File: src/rtl/lsu_pkg.sv
// Shared types for the byte-serial load/store unit: access sizes, FSM states
// and the size-to-byte-count helper.
package lsu_pkg;

   typedef enum logic [1:0] {MEM_BYTE, MEM_HALF, MEM_WORD, MEM_RSVD} mem_size_t;

   typedef enum logic [2:0] {IDLE, RD_ISSUE, RD_DRAIN, WR, RESP, ERR} lsu_state_t;

   function automatic logic [2:0] size_to_nbytes(input mem_size_t size);
      case (size)
         MEM_BYTE: size_to_nbytes = 3'd1;
         MEM_HALF: size_to_nbytes = 3'd2;
         MEM_WORD: size_to_nbytes = 3'd4;
         default:  size_to_nbytes = 3'd0;
      endcase
   endfunction

endpackage

File: src/rtl/lsu_load_extend.sv
// Zero/sign extension of an assembled little-endian load result to 32 bits.
module lsu_load_extend
   import lsu_pkg::*;
(
   input  logic [31:0] data_i,
   input  mem_size_t   size_i,
   input  logic        signed_i,
   output logic [31:0] data_o
);

   always_comb begin
      data_o = data_i;
      case (size_i)
         MEM_BYTE: data_o = {{24{signed_i & data_i[7]}}, data_i[7:0]};
         MEM_HALF: data_o = {{16{signed_i & data_i[15]}}, data_i[15:0]};
         default:  data_o = data_i;
      endcase
   end

endmodule

File: src/rtl/byte_mem_lsu.sv
// Sequencer that serialises byte/half/word CPU loads and stores into
// per-byte accesses of an 8-bit synchronous RAM (one cycle read latency).
//
// state    | meaning
// ---------+---------------------------------------------------------
// IDLE     | ready for a request, RAM bus parked at addr 0
// RD_ISSUE | presenting read address addr+k, capturing byte k-1
// RD_DRAIN | no address, capturing the final read byte
// WR       | writing byte k of the store data to addr+k
// RESP     | one-cycle completion strobe
// ERR      | one-cycle completion strobe with error, no RAM access
module byte_mem_lsu
   import lsu_pkg::*;
#(
   parameter int L  = 32,
   parameter int AW = $clog2(L)
) (
   input  logic          clk,
   input  logic          rst,
   input  logic          req_valid,
   output logic          req_ready,
   input  logic          req_we,
   input  logic [1:0]    req_size,
   input  logic          req_signed,
   input  logic [AW-1:0] req_addr,
   input  logic [31:0]   req_wdata,
   output logic          resp_valid,
   output logic          resp_err,
   output logic [31:0]   resp_rdata,
   output logic [AW-1:0] mem_addr,
   output logic          mem_wr_ena,
   output logic [7:0]    mem_wr_data,
   input  logic [7:0]    mem_rd_data
);

   lsu_state_t    state_q, state_d;
   logic [AW-1:0] addr_q;
   logic [31:0]   wdata_q;
   mem_size_t     size_q;
   logic          sgn_q;
   logic [2:0]    cnt_q, cnt_d;
   logic [31:0]   rdata_q, rdata_d;
   logic [31:0]   resp_rdata_q, resp_rdata_d;
   logic [31:0]   ext_data;

   logic          accept;
   logic          req_legal;
   logic          last;
   logic [2:0]    req_nb;
   logic [AW+1:0] req_end;

   assign req_ready = (state_q == IDLE) && !rst;
   assign accept    = req_valid && req_ready;

   // End address is formed two bits wider than the RAM address so it cannot wrap.
   assign req_nb    = size_to_nbytes(mem_size_t'(req_size));
   assign req_end   = {2'b00, req_addr} + (AW+2)'(req_nb) - (AW+2)'(1);
   assign req_legal = (mem_size_t'(req_size) != MEM_RSVD) && (req_end <= (AW+2)'(L - 1));

   assign last      = (cnt_q == size_to_nbytes(size_q) - 3'd1);

   always_ff @(posedge clk) begin
      if (rst) state_q <= IDLE;
      else     state_q <= state_d;
   end

   always_comb begin
      state_d = state_q;
      case (state_q)
         IDLE:     if (accept) state_d = !req_legal ? ERR : (req_we ? WR : RD_ISSUE);
         RD_ISSUE: if (last) state_d = RD_DRAIN;
         RD_DRAIN: state_d = RESP;
         WR:       if (last) state_d = RESP;
         default:  state_d = IDLE;
      endcase
   end

   always_comb begin
      resp_valid  = (state_q == RESP) || (state_q == ERR);
      resp_err    = (state_q == ERR);
      resp_rdata  = resp_rdata_q;
      mem_addr    = '0;
      mem_wr_ena  = 1'b0;
      mem_wr_data = 8'h00;
      case (state_q)
         RD_ISSUE: mem_addr = addr_q + AW'(cnt_q);
         WR: begin
            mem_addr    = addr_q + AW'(cnt_q);
            mem_wr_ena  = 1'b1;
            mem_wr_data = wdata_q[{cnt_q[1:0], 3'b000} +: 8];
         end
         default: ;
      endcase
   end

   // Read data lags the address by one cycle, so byte k lands while cnt_q = k+1.
   always_comb begin
      rdata_d = rdata_q;
      if (accept) rdata_d = '0;
      if ((state_q == RD_ISSUE && cnt_q != 3'd0) || state_q == RD_DRAIN)
         rdata_d[{cnt_q[1:0] - 2'd1, 3'b000} +: 8] = mem_rd_data;
   end

   lsu_load_extend u_ext (
      .data_i   (rdata_d),
      .size_i   (size_q),
      .signed_i (sgn_q),
      .data_o   (ext_data)
   );

   always_comb begin
      cnt_d        = 3'd0;
      resp_rdata_d = resp_rdata_q;
      if (state_q == RD_ISSUE || state_q == WR) cnt_d = cnt_q + 3'd1;
      if (state_d == RESP || state_d == ERR)
         resp_rdata_d = (state_q == RD_DRAIN) ? ext_data : 32'h0;
   end

   always_ff @(posedge clk) begin
      if (rst) begin
         addr_q       <= '0;
         wdata_q      <= '0;
         size_q       <= MEM_BYTE;
         sgn_q        <= 1'b0;
         cnt_q        <= 3'd0;
         rdata_q      <= '0;
         resp_rdata_q <= '0;
      end else begin
         if (accept) begin
            addr_q  <= req_addr;
            wdata_q <= req_wdata;
            size_q  <= mem_size_t'(req_size);
            sgn_q   <= req_signed;
         end
         cnt_q        <= cnt_d;
         rdata_q      <= rdata_d;
         resp_rdata_q <= resp_rdata_d;
      end
   end

endmodule

File: config.mk
export PLATFORM = sky130hd
export DESIGN_NAME = byte_mem_lsu
export DESIGN_NICKNAME = d
export VERILOG_FILES = /design/src/rtl/lsu_pkg.sv /design/src/rtl/lsu_load_extend.sv /design/src/rtl/byte_mem_lsu.sv
export SDC_FILE = /design/constraint.sdc
export NUM_CORES = 1
export LEC_CHECK = 0
export BUFFER_PORTS_ARGS = -buffer_cell sky130_fd_sc_hd__buf_2
export CAP_MARGIN = 10
export CORE_AREA = 4 4 115 90
export CTS_CLUSTER_DIAMETER = 100
export DETAILED_ROUTE_END_ITERATION = 6
export DIE_AREA = 0 0 119 94
export PLACE_DENSITY = 0.84
export SLEW_MARGIN = 30
export SYNTH_ARGS = -nofsm -noshare
export SYNTH_HDL_FRONTEND = slang
export SYNTH_SLANG_ARGS = --single-unit
File: constraint.sdc
create_clock -name clk -period 7.3 [get_ports clk]
set_input_delay 0.365 -clock clk [delete_from_list [all_inputs] [get_ports clk]]
set_output_delay 0.365 -clock clk [all_outputs]
set_load 0.005 [all_outputs]
Word-level counts from Yosys, hierarchy flattened
Index checks and enable logic that the tools add are counted.
Storage, ports and cells
  output and inout port bits: 49
  logic and storage cells: 66
  bits in registers: 110
  input bits: 52
Operators by class
  add/subtract/negate cells: 7
  reductions and logical operators: 15
  order comparisons: 1
  bitwise operators: 3
  eq/ne operators: 13
  shifts and indexed selects: 3
  mux-type cells: 16
Operators by type and width (number)
  2-to-1 mux 32 bit: 3
  case mux 32 bit (2 select lines): 1
  bitwise mux 32 bit: 1
  variable shift 8 x 7 -> 32 bit (first input constant): 1
  variable part select 32 x 6 -> 8 bit: 1
  variable part select 8 x 7 -> 32 bit: 1
  case mux 3 bit (3 select lines): 2
  == test 3 bit (second input constant): 4
  2-to-1 mux 3 bit: 4
  case mux 3 bit (4 select lines): 1
  2-to-1 mux 8 bit: 1
  less-or-equal comparator 7 x 5 -> 1 bit (second input constant): 1
  negator 5 -> 7 bit: 1
  subtractor 6 x 1 -> 7 bit (second input constant): 1
  adder 5 x 3 -> 6 bit: 1
  == test 3 x 2 -> 1 bit (second input constant): 2
  adder 5 x 3 -> 5 bit: 1
  2-to-1 mux 5 bit: 1
  == test 2 x 1 -> 1 bit (second input constant): 2
  == test 2 bit (second input constant): 2
  logical AND 1 bit: 4
  logical NOT 2 bit: 2
  logical OR 1 bit: 4
  OR reduction 2 bit: 2
  other kinds (13): 14

Longest topological paths before layout
  depth in word-level cells: 11
  gate-level depth with buffers: 13

Hierarchy
Synthesis repeated with hierarchy kept, for this count alone.
Second synthesis, totals
  cell total of the unflattened synthesis: 552
  area total of the unflattened synthesis: 5098.6 sq um
By module, submodules not included
  byte_mem_lsu: instances 1, area each 4713.3 sq um, cells an instance 486, sequential area each 2202.1 sq um
  lsu_load_extend: instances 1, area each 385.4 sq um, cells an instance 66, sequential area each 0.0 sq um

Worst setup path before layout
No wires, ideal clock.
  path type: input to register
  from: input port req_size[1]
  to: register resp_rdata_q[1] (netlist: resp_rdata[1])
  stages: 13
  buffers on the path: 1
  setup slack: 4.667 ns
  arrival: 2.562 ns
  cell sequence: or2_2 -> ha_1 -> inv_1 -> ha_1 -> inv_1 -> fa_1 -> nor2_1 -> a221oi_1 -> xnor2_1 -> a31oi_1 -> a311oi_2 -> buf_2 -> o2bb2ai_1
On the way
  word-level cells in the longest chain between the ends: 11
  elaborated cells between the ends (all ways): 15
  classes of those cells: add/sub: 2; order compare: 1; eq/ne: 5; mux: 4; reduce/logical: 3
Ends and longest elaborated chain
  from (decl): RTL line byte_mem_lsu.sv:23  | input logic [1:0] req_size,
  == test 2 bit (tied with other cells): RTL line lsu_pkg.sv:10  | case (size)
  case mux 3 bit (3 select lines): RTL line lsu_pkg.sv:10
  adder 5 x 3 -> 6 bit: RTL line byte_mem_lsu.sv:57  | assign req_end = {2'b00, req_addr} + (AW+2)'(req_nb) - (AW+2)'(1);
  subtractor 6 x 1 -> 7 bit: RTL line byte_mem_lsu.sv:57
  less-or-equal comparator 7 x 5 -> 1 bit: RTL line byte_mem_lsu.sv:58  | assign req_legal = (mem_size_t'(req_size) != MEM_RSVD) && (req_end <= (AW+2)'(L - 1));
  logical AND 1 bit *: RTL line byte_mem_lsu.sv:58
  2-to-1 mux 3 bit * (2 in series): RTL line byte_mem_lsu.sv:70  | IDLE: if (accept) state_d = !req_legal ? ERR : (req_we ? WR : RD_ISSUE);
  case mux 3 bit (4 select lines) *: RTL line byte_mem_lsu.sv:69  | case (state_q)
  == test 3 bit: RTL line byte_mem_lsu.sv:115  | if (state_d == RESP || state_d == ERR)
  logical OR 1 bit *: RTL line byte_mem_lsu.sv:115
  to (signal assigned): RTL line byte_mem_lsu.sv:137  | resp_rdata_q <= resp_rdata_d;
  to (decl): RTL line byte_mem_lsu.sv:43  | logic [31:0] resp_rdata_q, resp_rdata_d;
Every way passes the cells marked *; elsewhere a longest branch is shown, timed or not.
A chain may end at the register's enable or synchronous reset.

Final worst setup path
  from: register cnt_q[1]
  to: register resp_rdata_q[20] (netlist: resp_rdata[20])
On the way
  word-level cells in the longest chain between the ends: 8
  elaborated cells between the ends (all ways): 20
  classes of those cells: add/sub: 2; eq/ne: 3; shift: 2; mux: 7; bitwise: 2; reduce/logical: 4
Ends and longest elaborated chain
  from (decl): RTL line byte_mem_lsu.sv:41  | logic [2:0] cnt_q, cnt_d;
  from (signal assigned): RTL line byte_mem_lsu.sv:135  | cnt_q <= cnt_d;
  subtractor 2 x 1 -> 2 bit: RTL line byte_mem_lsu.sv:101  | rdata_d[{cnt_q[1:0] - 2'd1, 3'b000} +: 8] = mem_rd_data;
  negator 5 -> 7 bit: RTL line byte_mem_lsu.sv:101
  variable part select 8 x 7 -> 32 bit / variable shift 8 x 7 -> 32 bit (equally long branches): RTL line byte_mem_lsu.sv:101
  bitwise mux 32 bit: RTL line byte_mem_lsu.sv:101
  2-to-1 mux 32 bit: RTL line byte_mem_lsu.sv:100  | if ((state_q == RD_ISSUE && cnt_q != 3'd0) || state_q == RD_DRAIN)
  bitwise AND 1 bit (on tied branches): RTL line lsu_load_extend.sv:15, lsu_load_extend.sv:14
  case mux 32 bit (2 select lines): RTL line lsu_load_extend.sv:13  | case (size_i)
  2-to-1 mux 32 bit: RTL line byte_mem_lsu.sv:116  | resp_rdata_d = (state_q == RD_DRAIN) ? ext_data : 32'h0;
Several ways; a longest one is shown, not always the timed one.

==> metrics list <==
* Timing-limited maximum frequency: 306 MHz
* Cell row count: 31
* First DRT Iteration DRCs: 331
- Detailed-route wire length on metal 1: 5320 microns
* Mean instance size in the synthesized netlist: 9.21 sq um
- In the final routed layout, each cell accounts on average for 16.2 microns.
- The first global-routing pass estimated 19900 microns of wire.
- Kind of critical path: register to register
* Total global routing track utilization: 0.219
* Metal2 WL: 5790 microns
- Total congestion overflow after global routing: 0
- The total area inside the core boundary comes to 9350 sq um.
* Antenna Cells: 0
- Detailed Place HPWL: 8440 microns
- Of the cells placed in the final design, the portion with a size suffix greater than 1 is 0.249.
- For the worst flop-to-flop path, the logic depth is 8.
* Setup repair after global routing missed its margin: false
- Proportion of total power due to net switching: 0.259
* Number of pins exceeding their max-slew limit in the final report: 0
- P_int: 958 uW
- Part of the Yosys area used for sequential elements: 0.443
- CP max stage cell: sky130_fd_sc_hd__dfxtp_1
- The H-tree was split into 3 levels.
* Uppermost layer routed: met4
- The worst setup path is captured at a register.
- Entering global routing, the biggest net connects 79 pins.
- In the synthesized netlist, the number of instances is 540.
- The number of global-route vias before repair is 4193.
- Worst slew margin relative to its limit: 0.449
* Run status: complete, no violations
* Count of warnings emitted by yosys: 0
* Data required time of the critical path: 7.52 ns
- The die covers 11200 sq um.
- The hold violation total from the final report came to 0.
* Residual DRC: 0
* Maximum fanout count along the critical path: 16
- Number of clock sinks: 110
- Pwr/cell area: 223 nW/um^2
- Across all register-to-register paths, the minimum setup slack is 4.03 ns.
* Summed instance area of the synthesized netlist: 4980 sq um
- The share of synthesized area in the top cell type comes to 0.443.
* Leakage: 2.40 nW
* Quantity of I/O buffers inserted on ports: 100
- Antenna violations before repair: 0
* Slowest stage delay, CP: 0.84 ns
- In this run, synthesis produced a sequential element count of 110.
- Starting utilization of the core area: 0.532
* Final weighted congestion of routability-driven global placement: 0.862
- Data arrives at the worst endpoint at 3.49 ns.
* Total of cells resized after clock tree synthesis: 0
* Net switching power: 335 uW
* Die Span X: 119 microns
- Count of flip-flops with a built-in enable after synthesis: 0
- The clock period could shrink to 3.27 ns.
- The pre-antenna-repair detailed-routing pass consisted of 7 iterations.
* Final-report setup violation count: 0
- In the synthesized netlist the async set-or-reset flop fraction comes to 0.
* Number of buffers created by CTS: 9
* Clk buf depth: 2
- The die is 94 microns tall.
- Post-Route Hold Slack: 0.250 ns
- Of the available clock period, the critical path in the final layout requires 0.448.
* Vias: 4302
- Of the total power, registers draw 0.493.
* Post-route setup TNS: 0 ns
- Buffers inserted to repair hold after CTS numbered 0.
- Depth of the worst hold-timing path: 3
- Area Growth Syn to Fin: 16.5%
- Hold Path Class: input pin to register
- Maxcap violations: 0
- Remaining antenna violation count: 0
- The number of nets handed over by synthesis was 612.
- By area the synthesized netlist is led by sky130_fd_sc_hd__dfxtp_1, sky130_fd_sc_hd__nand2_1, sky130_fd_sc_hd__a21oi_1, sky130_fd_sc_hd__ha_1, sky130_fd_sc_hd__o2bb2ai_1.
- Sum of met3 wire segment lengths after detailed routing: 835 microns
* Final core utilization: 0.620
* Clock tree from TritonCTS: yes
* Number of buffers inserted to repair setup after CTS: 0
- Worst clock skew: 0.0111 ns
* Cell chosen for the clock root: sky130_fd_sc_hd__clkbuf_16
- The share of total power dissipated in the clock network is 0.390.
- Worst vdd ir: 0.000115 V
- Walking the worst path, the cells encountered are inv_1 > ha_1 > nand2b_1 > a21oi_4 > o311a_1 > nor2_1 > a211o_2 > o2bb2ai_1.
- Critical Path Start Type: register
- Post-Route WL: 12100 microns
- Share of power burned in combinational logic: 0.117
* Clock transition time at the flip-flop clock pins of the worst setup and hold paths: 0.07 ns
* Synth area leader: sky130_fd_sc_hd__dfxtp_1
- For the worst-skew pair, the clock arrives at the later sink with an insertion delay of 0.35 ns.
* Main synth FF type: sky130_fd_sc_hd__dfxtp_1
- Counting the fill cells in the layout gives 776.
* Number of vias per cell after detailed routing: 5.73
- Net count, final: 686
- Pin placement for this block handled 101 I/O pins.
- Worst Tran Pin Value: 0.824 ns
- Number of distinct library cells after synthesis: 48
## worst max-delay path, delay by kind of cell, from the launching register on
family                     cells  cell delay [ns]
adders and majority gates      1             0.28
AOI/OAI and AO/OA              4             1.10
and+or+nand+nor                2             0.68
DFF                            1             0.84
buffers and inverters          1             0.22
## power groups by stage
stage | clock [mW] | sequential (mW) | combinational, mW
after floorplan | 0 | 0.638 | 0.115
after global placement | 0 | 0.650 | 0.142
after detailed placement | 0 | 0.651 | 0.150
after CTS | 0.511 | 0.637 | 0.151
after global routing | 0.531 | 0.640 | 0.168
final | 0.504 | 0.637 | 0.152
## final cells by class
type	instances	area, sq um	area share
flip-flops and latches	110	2200	0.380
repair buffers	104	531	0.0915
clock inverters	4	52.6	0.00906
inverters	18	67.6	0.0117
well taps	132	165	0.0285
clock buffers	12	256	0.0442
multi-input cells	371	2520	0.435
## final timing paths
kind                                  from                          end
setup / recovery       cnt_q[1]$_SDFF_PP0_  resp_rdata[20]$_SDFFE_PP0P_
hold / removal               req_wdata[24]     wdata_q[24]$_SDFFE_PP0P_
setup reg to reg       cnt_q[1]$_SDFF_PP0_  resp_rdata[20]$_SDFFE_PP0P_
hold reg to reg   wdata_q[23]$_SDFFE_PP0P_     wdata_q[23]$_SDFFE_PP0P_
## synthesized netlist by cell type (11+ instances only)
library cell                  n
sky130_fd_sc_hd__a21oi_1     47
sky130_fd_sc_hd__a221oi_1    17
sky130_fd_sc_hd__a22oi_1     23
sky130_fd_sc_hd__buf_2       11
sky130_fd_sc_hd__clkbuf_1    23
sky130_fd_sc_hd__dfxtp_1    110
sky130_fd_sc_hd__ha_1        18
sky130_fd_sc_hd__inv_1       17
sky130_fd_sc_hd__nand2_1     99
sky130_fd_sc_hd__nor2_1      46
sky130_fd_sc_hd__o2bb2ai_1   21
## stage by stage
stage | total power, mW | instance area (sq um) | worst slack, ns | cells
floorplan | 0.753 | 4980 | 4.67 | 540
global placement | 0.792 | 5480 | 4.15 | 735
detailed placement | 0.800 | 5490 | 3.90 | 735
CTS | 1.30 | 5790 | 3.87 | 751
global route | 1.34 | 5800 | 3.83 | 751
finish | 1.29 | 5800 | 4.03 | 751
## cells in the final DEF, fill, tap and decap left out, drive strengths merged, types with 4 or more instances in the layout
master,instances
xnor2,5
and2,4
ha,18
and3,10
o22a,7
inv,18
mux4,8
dfxtp,110
a31oi,8
nor3,10
clkbuf,12
o2bb2ai,31
nor2,46
a21oi,48
a221oi,17
nand2b,4
nand2,100
buf,104
a22oi,24
## state kept, by name, summed over array words and instances, names as in the netlist
register,cells
addr_q,5
cnt_q,3
rdata_q,32
resp_rdata,32
sgn_q,1
size_q,2
state_q,3
wdata_q,32
## cells by family (layout without fill, tap and decap cells)
| kind of cell | count (synthesis) | after routing | share of synthesized area |
|---|---|---|---|
| compound gates | 146 | 146 | 0.228 |
| xor+xnor | 7 | 7 | 0.0123 |
| fa+ha+maj | 20 | 20 | 0.0533 |
| buf+inv | 59 | 138 | 0.0541 |
| flops | 110 | 110 | 0.443 |
| mux | 8 | 8 | 0.0362 |
| simple gates | 190 | 190 | 0.174 |
## layer usage
metal | vias to the layer above | global-route usage
met3 | 16 | 0.0674
met2 | 162 | 0.364
met5 | - | 0
li1 | 2064 | -
met4 | 0 | 0.0608
met1 | 2060 | 0.278
No activity file was read; power rests on OpenSTA's default activity.
